==> config.mk <==
export PLATFORM = sky130hd
export DESIGN_NAME = ram_cipher_io
export DESIGN_NICKNAME = d
export VERILOG_FILES = /design/src/rtl/ram_cipher_io.sv
export SDC_FILE = /design/constraint.sdc
export NUM_CORES = 1
export LEC_CHECK = 0
export ABC_AREA = 1
export BUFFER_PORTS_ARGS = -buffer_cell sky130_fd_sc_hd__buf_2
export CAP_MARGIN = 10
export CORE_MARGIN = 1
export CORE_UTILIZATION = 55
export DETAILED_ROUTE_END_ITERATION = 7
export GPL_ROUTABILITY_DRIVEN = 0
export PLACE_DENSITY = 0.86
export SLEW_MARGIN = 15
export SYNTH_ARGS = -nofsm -noshare
export SYNTH_HDL_FRONTEND = slang
export SYNTH_SLANG_ARGS = --single-unit
==> constraint.sdc <==
create_clock -name iclk -period 2.5 [get_ports iclk]
set_clock_uncertainty 0.15 [all_clocks]
set_input_delay 0.375 -clock iclk [delete_from_list [all_inputs] [get_ports iclk]]
set_output_delay 0.375 -clock iclk [all_outputs]
set_load 0.02 [all_outputs]
==> src/rtl/ram_cipher_io.sv <==
`default_nettype none
// ============================================================================
// Module      : ram_cipher_io
// Description : Reads one block of nibbles from the receive RAM and packs them
//               MSB-first into cipher words. Each word is offered to the cipher
//               over a valid/ready handshake. Each result is unpacked back into
//               the send RAM at the source addresses. A one-cycle done pulse
//               marks the end of the block.
// Revision    : 1.0 - initial release
// ============================================================================
module ram_cipher_io #(
    parameter int ADDR_W = 10,
    parameter int WORD_W = 64
) (
    input  logic              iclk,
    input  logic              irst,
    input  logic              istart,
    output logic [ADDR_W-1:0] oraddr,
    input  logic [3:0]        irdata,
    output logic [ADDR_W-1:0] owaddr,
    output logic [3:0]        owdata,
    output logic              owrite_en,
    output logic [WORD_W-1:0] oword,
    output logic              oword_valid,
    input  logic              iword_ready,
    input  logic [WORD_W-1:0] iresult,
    input  logic              iresult_valid,
    output logic              obusy,
    output logic              odone
);

    localparam int c_NIB    = WORD_W / 4;
    localparam int c_NIB_W  = $clog2(c_NIB);
    localparam int c_WCNT_W = ADDR_W - c_NIB_W;

    // READ runs nibble counts 0..NIB, WRITE runs 0..NIB-1
    localparam logic [c_NIB_W:0]    c_RD_LAST   = (c_NIB_W + 1)'(c_NIB);
    localparam logic [c_NIB_W:0]    c_WR_LAST   = (c_NIB_W + 1)'(c_NIB - 1);
    localparam logic [c_WCNT_W-1:0] c_WCNT_LAST = '1;

    typedef enum logic [2:0] {
        S_IDLE     = 3'd0,
        S_READ     = 3'd1,
        S_OFFER    = 3'd2,
        S_WAIT_RES = 3'd3,
        S_WRITE    = 3'd4,
        S_DONE     = 3'd5
    } state_t;

    state_t              r_state;
    logic [c_WCNT_W-1:0] r_wcnt;
    logic [c_NIB_W:0]    r_ncnt;
    logic [WORD_W-1:0]   r_sreg;
    logic [WORD_W-1:0]   r_result;
    logic [WORD_W-1:0]   r_oword;
    logic [ADDR_W-1:0]   r_oraddr;
    logic [ADDR_W-1:0]   r_owaddr;
    logic [3:0]          r_owdata;
    logic                r_owrite_en;
    logic                r_oword_valid;
    logic                r_obusy;
    logic                r_odone;

    logic [c_WCNT_W-1:0] w_wcnt_inc;
    logic [WORD_W-1:0]   w_sreg_shift;

    assign w_wcnt_inc   = r_wcnt + c_WCNT_W'(1);
    // RAM data arrives one cycle after its address, so it is shifted in LSB-side
    assign w_sreg_shift = {r_sreg[WORD_W-5:0], irdata};

    // Block sequencer: every output is registered here
    always_ff @(posedge iclk) begin
        if (irst) begin
            r_state       <= S_IDLE;
            r_wcnt        <= '0;
            r_ncnt        <= '0;
            r_sreg        <= '0;
            r_result      <= '0;
            r_oword       <= '0;
            r_oraddr      <= '0;
            r_owaddr      <= '0;
            r_owdata      <= '0;
            r_owrite_en   <= 1'b0;
            r_oword_valid <= 1'b0;
            r_obusy       <= 1'b0;
            r_odone       <= 1'b0;
        end else begin
            unique case (r_state)
                S_IDLE: begin
                    if (istart) begin
                        r_wcnt   <= '0;
                        r_ncnt   <= '0;
                        r_oraddr <= '0;
                        r_obusy  <= 1'b1;
                        r_state  <= S_READ;
                    end
                end
                S_READ: begin
                    if (r_ncnt != '0) begin
                        r_sreg <= w_sreg_shift;
                    end
                    // Address stops at the last nibble of the word; it never wraps
                    if (r_ncnt < c_WR_LAST) begin
                        r_oraddr <= r_oraddr + ADDR_W'(1);
                    end
                    if (r_ncnt == c_RD_LAST) begin
                        r_oword       <= w_sreg_shift;
                        r_oword_valid <= 1'b1;
                        r_state       <= S_OFFER;
                    end else begin
                        r_ncnt <= r_ncnt + (c_NIB_W + 1)'(1);
                    end
                end
                S_OFFER: begin
                    if (iword_ready) begin
                        r_oword_valid <= 1'b0;
                        r_state       <= S_WAIT_RES;
                    end
                end
                S_WAIT_RES: begin
                    // First nibble goes straight out; the rest is queued MSB-first
                    if (iresult_valid) begin
                        r_result    <= {iresult[WORD_W-5:0], 4'h0};
                        r_owdata    <= iresult[WORD_W-1 -: 4];
                        r_owaddr    <= {r_wcnt, {c_NIB_W{1'b0}}};
                        r_owrite_en <= 1'b1;
                        r_ncnt      <= '0;
                        r_state     <= S_WRITE;
                    end
                end
                S_WRITE: begin
                    if (r_ncnt == c_WR_LAST) begin
                        r_owrite_en <= 1'b0;
                        if (r_wcnt == c_WCNT_LAST) begin
                            r_odone <= 1'b1;
                            r_state <= S_DONE;
                        end else begin
                            r_wcnt   <= w_wcnt_inc;
                            r_ncnt   <= '0;
                            r_oraddr <= {w_wcnt_inc, {c_NIB_W{1'b0}}};
                            r_state  <= S_READ;
                        end
                    end else begin
                        r_owaddr <= r_owaddr + ADDR_W'(1);
                        r_owdata <= r_result[WORD_W-1 -: 4];
                        r_result <= {r_result[WORD_W-5:0], 4'h0};
                        r_ncnt   <= r_ncnt + (c_NIB_W + 1)'(1);
                    end
                end
                S_DONE: begin
                    r_odone <= 1'b0;
                    r_obusy <= 1'b0;
                    r_state <= S_IDLE;
                end
                default: begin
                    r_owrite_en   <= 1'b0;
                    r_oword_valid <= 1'b0;
                    r_odone       <= 1'b0;
                    r_obusy       <= 1'b0;
                    r_state       <= S_IDLE;
                end
            endcase
        end
    end

    assign oraddr      = r_oraddr;
    assign owaddr      = r_owaddr;
    assign owdata      = r_owdata;
    assign owrite_en   = r_owrite_en;
    assign oword       = r_oword;
    assign oword_valid = r_oword_valid;
    assign obusy       = r_obusy;
    assign odone       = r_odone;

endmodule
`default_nettype wire
-- Word-level counts from Yosys, hierarchy flattened
Cells that the tools add are included.
- flip-flop bits (word level): 230
- latch bits: 0
- memory bits (writable): 0
- ROM bits: 0
- input port bits: 73
- output and inout port bits: 92
- memories kept: 0
- add/subtract/negate cells: 4
- $mul: 0
- divide/modulo/power cells: 0
- magnitude comparators: 1
- eq/ne operators: 19
- shift operators: 0
- mux-type cells: 42
- bitwise logic cells: 4
- reduce and logical (&&, ||, !) cells: 21
- operators with widths (kind ; number):
    $mux W64 ; 2
    $pmux W64 S2 ; 1
    $mux W10 ; 6
    $pmux W10 S3 ; 1
    $mux W5 ; 5
    $add A10 B1 Y10 const B ; 2
    $ne A2 B2 Y1 const B ; 10
    $pmux W10 S2 ; 1
    $pmux W5 S4 ; 1
    $mux W3 ; 6
    $mux W6 ; 3
    $reduce_or A4 Y1 ; 4
    $pmux W3 S5 ; 1
    $reduce_and A5 Y1 ; 3
    $pmux W6 S2 ; 1
    $reduce_and A3 Y1 ; 4
    $mux W4 ; 2
    $pmux W4 S2 ; 1
    $mux W1 ; 7
    $add A6 B1 Y6 const B ; 1
    $eq A3 B2 Y1 const B ; 2
    $eq A3 B3 Y1 const B ; 2
    $eq A6 B6 Y1 const B ; 1
    $pmux W1 S3 ; 2
    15 further kinds ; 22

-- Depth between registers and ports, before layout
Gate-level depths: netlist of run 1.
- word-level depth: 4
- gate-level depth with buffers: 13
- depth with buffers taken out: 12

-- Worst setup path after synthesis of run 1
Ideal clock, no wire load.
- path type: reg2reg
- start point: register r_ncnt[0]
- end point: register r_oraddr[6] (netlist: oraddr[6])
- setup time: 0.113 ns
- data arrival time: 1.720 ns
- data required time: 2.237 ns
- path slack: 0.517 ns
- cell stages (with the launch flop): 13
- period minus slack after synthesis: 1.983 ns
- cell sequence: dfxtp_1 > ha_1 > nand2_1 > nor2_1 > ha_1 > inv_1 > nand3_1 > nand2_1 > inv_2 > nand3_2 > buf_4 > nor2_1 > nor2_1
- longest elaborated chain between the ends: 3
- elaborated cells on any way between the ends: 5
- those cells by class: order compare: 1; eq/ne: 3; reduce/logical: 1
- ends and longest elaborated chain (element ; RTL line ; text):
    start: declaration ; 52 ; logic [c_NIB_W:0] r_ncnt;
    start signal: assignment ; 111 ; r_ncnt <= r_ncnt + (c_NIB_W + 1)'(1);
    start signal: assignment ; 147 ; r_ncnt <= r_ncnt + (c_NIB_W + 1)'(1);
    $lt A5 B4 Y1 or $eq A5 B4 Y1 (tied branches) ; 103, 132 ;
    $ne A2 B2 Y1 (no source line) ; - ;
    $reduce_and A5 Y1 (no source line) (*) ; - ;
    end signal: assignment ; 104 ; r_oraddr <= r_oraddr + ADDR_W'(1);
    end signal: assignment ; 140 ; r_oraddr <= {w_wcnt_inc, {c_NIB_W{1'b0}}};
    end: declaration ; 56 ; logic [ADDR_W-1:0] r_oraddr;
Every way passes the cells marked *; elsewhere a longest branch is shown, timed or not.
A chain may end at the register's enable or synchronous reset.

-- Final worst setup path of run 1
- start point: register r_ncnt[0]
- end point: register r_oraddr[8] (netlist: oraddr[8])
The elaborated chain is that of the path after synthesis.

==> flow_summary.toml, run 1 <==
[logic_synthesis]
synth_nets = 1421
yosysTopAreaCellShare_pct = 47.8
yosysWarnings = 0
synth_area_leaders = "dfxtp_1 48%, o21ai_0 13%, nor2_1 12%"
synth_cell_types = 29
syn-mean-instance-area_um2 = 7.05
ys_ff_latch = 226
yosys.area.top_type = "dfxtp_1"
ys_seq_area_share_pct = 47.8
syn_area_mm2 = 0.00946
netlist_instances = 1341

[timing]
slew_violations = 0
hold_viol_final = 0
setup_viol = 0
fin_crit_sh_pct = 91.0
relSlewSlack_pct = 56.3
fin_ws_ns = 0.225
fmax_mhz = 440
rsz0062_at_grt = "false"
min_period_ns = 2.27
fin_tns_setup_ns = 0
worst_pin_slew_ns = 0.655

[power]
combPwrFrac_pct = 27.4
cellLeakagePower_nw = 5.25
power_density_mw_per_mm2 = 1040
netSwitchingPower_mw = 3.94
seq_power_share_pct = 41.6
p_int_mw = 7.75
fin_total_pwr_mw = 11.7
peakVddDrop_mv = 0.718
clkPwrFrac_pct = 31.0
swShare_pct = 33.7

[clock_tree]
cts_root_buf = "clkbuf_16"
clock_sinks = 226
cts_buffers = 23
clkSlewWorstSetupHoldPaths_ns = 0.06
cts_tree = "done"
post_cts_buffers = 0
clock_path_buffers = 3
clk_latency_ns = 0.50
htreeDepth = 1

[die]
die_h_um = 133
die_area_mm2 = 0.0177
core_mm2 = 0.0167
die_w_um = 133
ios = 165
rows = 47
initial_core_util_pct = 56.6

[critical_path]
critPathMaxStageDelay_ns = 0.42
path_max_fanout = 8
path_cells = "ha_1 -> nand2_1 -> nor2_1 -> ha_2 -> inv_1 -> nand3_1 -> nand2_1 -> inv_2 -> buf_4 -> nand4_1 -> nor2_1 -> nor2_1"
cp_data_required_time_ns = 2.75
crit_arrival_ns = 2.53
critPathLaunchType = "flip-flop"
critPathBufInv = 3
critPathMostFrequentCell = "nor2_1"
cp_slowest_cell = "dfxtp_1"
cp-end-kind = "flip-flop"
crit_type = "reg2reg"
cpLargestDelayFamily = "simple AND/OR/NAND/NOR gates"

[global_route]
overflow = 0
grt_max_degree = 82
grt_use_total_pct = 25.4
grt_pass1_vias = 8163
grt_pass1_wl_mm = 37.9
antenna_found_initial = 2

[placement]
place_hpwl_mm = 14.8
post-place-ws_ns = 0.159
numPortBuffers = 164

[drt]
drtIter0Drc = 566
ant_nets = 0
via_per_inst = 5.32
vias = 9094
finalWirelength_mm = 22.9
wl_per_cell_um = 13.4
drt_first_pass_iters = 5
drc = 0

[status]
status = "complete, no violations"

[cells_and_area]
fillers = 1410
nets = 1554
drive_gt1_share_pct = 16.4
final_util_pct = 67.6
areaGrowthSynthToFinish_pct = 19.3

[min_path]
min-delay-path-class = "in2reg"

[job]
max_cap_viol_count = 0
==> final timing paths <==
path	from	to	depth (start not counted)	slack, ns
min reg2reg	r_result[48]	r_result[48]	2	0.29
min	iresult[1]	r_result[5]	3	0.03
max reg2reg	r_ncnt[0]	oraddr[8]	12	0.23
max	r_ncnt[0]	oraddr[8]	12	0.23
==> layer usage <==
| metal | global-route usage, % | wire length (µm) | vias to the layer above | part of all wire [%] |
|---|---|---|---|---|
| met5 | 0 | 0 | - | 0 |
| met4 | 9.79 | 608 | 0 | 2.7 |
| met3 | 4.15 | 1550 | 51 | 6.8 |
| met2 | 41.8 | 10400 | 325 | 46 |
| met1 | 33.6 | 10300 | 4155 | 45 |
| li1 | - | - | 4563 | - |
==> worst min-delay path, delay by kind of cell <==
family | cells | cell delay, ns
simple gates | 1 | 0.07
compound gates | 1 | 0.07
buf+inv | 1 | 0.12
==> metrics by stage <==
stage / instance area [µm²] / std cells / hold WS (ns)
3_3_place_gp: 10400 / 1662 / 0.281
6_report: 11300 / 1709 / 0.0300
2_1_floorplan: 9460 / 1341 / 0.275
3_5_place_dp: 10400 / 1662 / 0.287
4_1_cts: 11300 / 1707 / 0.0172
5_1_grt: 11300 / 1709 / 0.0311
==> Yosys cell counts <==
master,number
nor2_1,307
o21ai_0,237
dfxtp_1,226
nand2_1,198
inv_1,99
a21oi_1,90
buf_2,43
clkbuf_1,34
nand3_1,33
nand4_1,12
o21ai_1,10
ha_1,7
nand2_2,7
inv_2,6
buf_4,5
nor3_1,5
nand3_2,4
nor2_2,3
xor2_1,3
buf_6,2
nand3b_1,2
a31oi_1,1
and3_1,1
buf_1,1
clkinv_1,1
nor2_4,1
o2111ai_1,1
o21bai_1,1
o32ai_1,1
==> cells by family after synthesis <==
family | count (synthesis) | share of synthesized area [%]
and+or+nand+nor | 573 | 24.3
AOI/OAI and AO/OA | 341 | 18.2
DFF | 226 | 47.8
buffers and inverters | 191 | 8.51
adders and majority gates | 7 | 0.926
xor gates and xnor gates | 3 | 0.278
==> cell type report <==
class                      count  area [µm²]  area share [%]
antenna                        2        5.00          0.0444
inverter                     106         400            3.55
tap                          220         275            2.44
timing repair buffer         193        1130            10.0
clock inverter                 9         175            1.55
sequential                   226        4520            40.1
multi-input combinational    924        4160            36.8
clock buffer                  29         618            5.48
==> flip-flops by register name (all words and copies together) (netlist names) <==
signal and flops:
owdata 4, odone 1, oword_valid 1, oraddr 10, owaddr 10, r_sreg 60, r_ncnt 5, obusy 1
owrite_en 1, oword 64, r_wcnt 6, r_state 3, r_result 60
==> power groups by stage <==
| stage | registers, mW | logic, mW | clock network, mW |
|---|---|---|---|
| global route | 4.95 | 3.63 | 3.82 |
| detailed placement | 4.92 | 3.13 | 0 |
| floorplan | 4.90 | 2.39 | 0 |
| finish | 4.86 | 3.20 | 3.63 |
| global placement | 4.89 | 3.02 | 0 |
| CTS | 4.85 | 3.16 | 3.69 |
==> cells in the final DEF (no fill, tap or decap), drive strengths merged, types with 7 or more instances in the layout <==
| cell | n |
|---|---|
| nand4 | 12 |
| nand3 | 37 |
| inv | 106 |
| nand2 | 205 |
| dfxtp | 226 |
| clkbuf | 29 |
| a21oi | 90 |
| ha | 7 |
| o21ai | 247 |
| dlygate4sd3 | 7 |
| buf | 186 |
| nor2 | 311 |
==> what timing repair did <==
| action | 4_1_cts | 5_1_grt |
|---|---|---|
| endpoints found under the hold margin | 8 | 0 |
| endpoints found under the setup margin | 0 | 10 |
| hold buffers | 7 | 0 |
| gates resized for setup | 0 | 2 |
(Power assumes the default switching activity.)
==> run 2: changes to the inputs <==
Settings changed: CORE_UTILIZATION 55 to 45, PLACE_DENSITY 0.86 to 0.73.
==> flow_summary.toml, run 2 (synthesis gave the netlist of run 1 again) <==
[status]
status = "complete, no violations"

[die]
die_h_um = 147
die_area_mm2 = 0.0216
rows = 52
ios = 165
core_mm2 = 0.0204
die_w_um = 147
initial_core_util_pct = 46.3

[job]
max_cap_viol_count = 0

[critical_path]
crit_type = "reg2reg"
cp_data_required_time_ns = 2.74
path_max_fanout = 8
critPathLaunchType = "flip-flop"
crit_arrival_ns = 2.48
cp-end-kind = "flip-flop"

[global_route]
use_met3_pct = 3.07
grtUsageMet2_pct = 34.2
grt_pass1_vias = 7977
grtUsageMet1_pct = 28.9
grt_pass1_wl_mm = 38.0
grt_max_degree = 130
busiest_layer = "met2"
overflow = 0
grt_use_total_pct = 20.9
antenna_found_initial = 1

[clock_tree]
cts_buffers = 23
post_cts_buffers = 0
cts_root_buf = "clkbuf_16"
clkSlewWorstSetupHoldPaths_ns = 0.06
clock_path_buffers = 3
cts_tree = "done"
htreeDepth = 1
clock_sinks = 226
clk_latency_ns = 0.50

[timing]
relSlewSlack_pct = 65.4
hold_viol_final = 0
fin_crit_sh_pct = 89.3
min_period_ns = 2.23
rsz0062_at_grt = "false"
setup_viol = 0
slew_violations = 0
worst_pin_slew_ns = 0.518
fmax_mhz = 448
fin_tns_setup_ns = 0

[cells_and_area]
instances_no_fill = 1760
largest_reg_flops = 64
drive_gt1_share_pct = 16.5
nets = 1553
areaGrowthSynthToFinish_pct = 19.9
final_common_cell = "nor2_1"
mostFrequentLayoutCells = "307 x nor2_1, 237 x o21ai_0, 226 x dfxtp_1"
final_util_pct = 55.5

[power]
fin_total_pwr_mw = 11.6
peakVddDrop_mv = 0.600
power_density_mw_per_mm2 = 1020
cellLeakagePower_nw = 5.27

[drt]
wl_per_cell_um = 13.0
drc = 0
via_per_inst = 5.01
finalWirelength_mm = 22.9
vias = 8825
ant_nets = 0
drt_first_pass_iters = 7
drtIter0Drc = 489

[placement]
numPortBuffers = 164
place_hpwl_mm = 14.7
placed_cells = 1711

[min_path]
min-delay-path-class = "in2reg"
==> run 2: where the power goes <==
part	switching (mW)	internal (mW)
combinational	2.08	1.08
clock	1.38	2.20
sequential	0.433	4.40
==> run 2: final cells by class <==
type / count / area [µm²]
Tap cell: 270 / 338
Inverter: 106 / 400
Fill cell: 1991 / 9090
Clock buffer: 33 / 683
Antenna cell: 1 / 2.50
Timing Repair Buffer: 192 / 1120
Clock inverter: 8 / 115
Multi-Input combinational cell: 924 / 4150
Sequential cell: 226 / 4520
==> run 2: routing by layer <==
layer | vias up | routed length, µm
li1 | 4558 | -
met1 | 3990 | 10900
met2 | 248 | 10200
met3 | 29 | 1300
met4 | 0 | 425
met5 | - | 0
==> run 2: path summary, 6_finish.rpt <==
| kind | endpoint | slack (ns) | cells past startpoint | from |
|---|---|---|---|---|
| setup / recovery | oraddr[9] | 0.27 | 12 | r_ncnt[0] |
| setup reg to reg | oraddr[9] | 0.27 | 12 | r_ncnt[0] |
| hold reg to reg | r_result[44] | 0.29 | 2 | r_result[44] |
| hold / removal | r_result[5] | 0.02 | 3 | iresult[1] |
==> run 2: stage by stage <==
stage	cell area (µm²)	setup WS (ns)	hold WS, ns
after detailed placement	10500	0.217	0.287
after global routing	11300	0.0258	0.0297
after floorplan	9460	0.517	0.275
final	11300	0.267	0.0208
after global placement	10500	0.312	0.282
after CTS	11300	0.174	0.000923
==> run 2: what timing repair did <==
item	CTS	global route
gates resized for setup	0	1
hold buffers	7	0
endpoints found under the hold margin	10	0
setup endpoints to repair	0	9
==> run 2: worst max-delay path: stages (launching register included) <==
cell and delay, ns:
dfxtp_1 0.41, ha_1 0.21, nand2_1 0.06, nor2_1 0.13
ha_1 0.24, inv_1 0.09, nand3_1 0.15, nand2_1 0.11
inv_2 0.16, buf_4 0.18, nand4_1 0.09, nor2_1 0.10
nor2_1 0.04
==> run 3: changes to the inputs <==
Settings changed: CORE_ASPECT_RATIO set to 1.2.
==> flow_summary.toml, run 3 (synthesis gave the netlist of run 1 again) <==
[critical_path]
crit_arrival_ns = 2.55
ff2ff_path_depth = 13
r2r-start = "r_ncnt[0]"
cp-end-kind = "flip-flop"
crit_type = "reg2reg"
r2r-end = "r_wcnt[5]"
worst-r2r-setup-slack_ns = 0.25
path_max_fanout = 8
critPathLaunchType = "flip-flop"
cp_data_required_time_ns = 2.80

[die]
die_h_um = 161
core_mm2 = 0.0204
die_area_mm2 = 0.0216
rows = 57
die_w_um = 134
ios = 165
initial_core_util_pct = 46.4

[timing]
fin_tns_setup_ns = 0
rsz0062_at_grt = "false"
setup_viol = 0
fin_crit_sh_pct = 90.1
min_period_ns = 2.25
slew_violations = 0
hold_ws_ns = 0.0378
worst_pin_slew_ns = 0.524
hold_viol_final = 0
relSlewSlack_pct = 65.1
fin_ws_ns = 0.248
fmax_mhz = 444

[placement]
post-place-ws_ns = 0.243
placed_area_mm2 = 0.0105
numPortBuffers = 164
place_hpwl_mm = 14.3

[clock_tree]
cts_tree = "done"
htreeDepth = 1
clock_sinks = 226
cts_root_buf = "clkbuf_16"
clk_latency_ns = 0.51
clkSlewWorstSetupHoldPaths_ns = 0.06
post_cts_buffers = 0
clock_path_buffers = 3
cts_buffers = 23

[cells_and_area]
final_util_pct = 55.3
nets = 1551
fillers = 2005
final_area_mm2 = 0.0113
diodes = 0
final_common_cell = "nor2_1"
mostFrequentLayoutCells = "307 x nor2_1, 237 x o21ai_0, 226 x dfxtp_1"
drive_gt1_share_pct = 16.2
largest_reg_flops = 64
areaGrowthSynthToFinish_pct = 19.3

[min_path]
hold_depth = 3
min-delay-path-class = "in2reg"
min_from = "istart"
min_to = "obusy"

[power]
power_density_mw_per_mm2 = 1010
netSwitchingPower_mw = 3.89
combPwrFrac_pct = 27.8
peakVddDrop_mv = 0.516
swShare_pct = 34.3
seq_power_share_pct = 42.8
clkPwrFrac_pct = 29.4
cellLeakagePower_nw = 5.23
p_int_mw = 7.46

[drt]
wl_per_cell_um = 12.7
drtIter0Drc = 555
ant_nets = 0
vias = 8768
drt_first_pass_iters = 5
finalWirelength_mm = 22.2
via_per_inst = 5.01
drc = 0

[global_route]
grt_pass1_wl_mm = 37.3
overflow = 0
antenna_found_initial = 0
grt_pass1_vias = 7880
grt_max_degree = 115
grt_use_total_pct = 20.6

[status]
status = "complete, no violations"

[job]
max_cap_viol_count = 0
[run 3: cell count changes in the layout (fill, tap and decap cells not counted), sizes merged]
cell         before  now
buf             185  182
bufinv            3    1
clkinv            5    3
clkinvlp          0    1
diode             1    0
dlygate4sd3       7    8
inv             106  107
[run 3: final cells by class]
type	instances	area (µm²)	share of cell area (%)
flip-flops and latches	226	4520	40.1
multi-input cells	924	4150	36.8
repair buffers	190	1140	10.1
clock buffers	33	673	5.97
inverters	106	400	3.55
well taps	265	332	2.94
clock inverters	6	61.3	0.544
[run 3: how the worst max path moves through the flow]
stage	endpoint	start	slack, ns	cells after the start
floorplan	oraddr[6]	r_ncnt[0]	0.52	12
global placement	oraddr[7]	r_ncnt[0]	0.35	12
detailed placement	oraddr[7]	r_ncnt[0]	0.24	12
CTS	oraddr[7]	r_ncnt[0]	0.23	12
global route	oraddr[8]	r_ncnt[0]	0.04	12
finish	r_wcnt[5]	r_ncnt[0]	0.25	13
[run 3: critical path, stage by stage, from the launching register on]
cell and delay (ns):
dfxtp_1 0.41, ha_1 0.21, nand2_1 0.06, nor2_1 0.13
ha_1 0.23, inv_1 0.09, nand3_1 0.15, nand2_1 0.11
inv_2 0.14, buf_4 0.18, nand2_2 0.12, nand2_1 0.08
nand2_1 0.04, nor2_1 0.09
[run 3: layer usage]
layer | track usage, % | share of wire [%]
met1 | 26.8 | 44
met5 | 0 | 0
met4 | 5.26 | 1.7
met3 | 3.41 | 5.8
met2 | 35.1 | 48
[run 3: timing repair]
action                                  in CTS  in global routing
hold buffers                                 8                  0
endpoints found under the setup margin       0                  3
hold endpoints to repair                    12                  0
resized for setup                            0                  1
[run 3: power groups by stage]
stage	Clock [mW]	Sequential, mW	Combinational [mW]
2_1_floorplan	0	4.90	2.39
3_3_place_gp	0	4.91	3.06
3_5_place_dp	0	4.93	3.13
4_1_cts	3.44	4.86	3.16
5_1_grt	3.60	4.96	3.63
6_report	3.34	4.86	3.15
[run 3: stage by stage]
step / instances / power, mW
5_1_grt: 1750 / 12.2
6_report: 1750 / 11.4
4_1_cts: 1750 / 11.5
3_5_place_dp: 1703 / 8.06
2_1_floorplan: 1341 / 7.28
3_3_place_gp: 1703 / 7.97
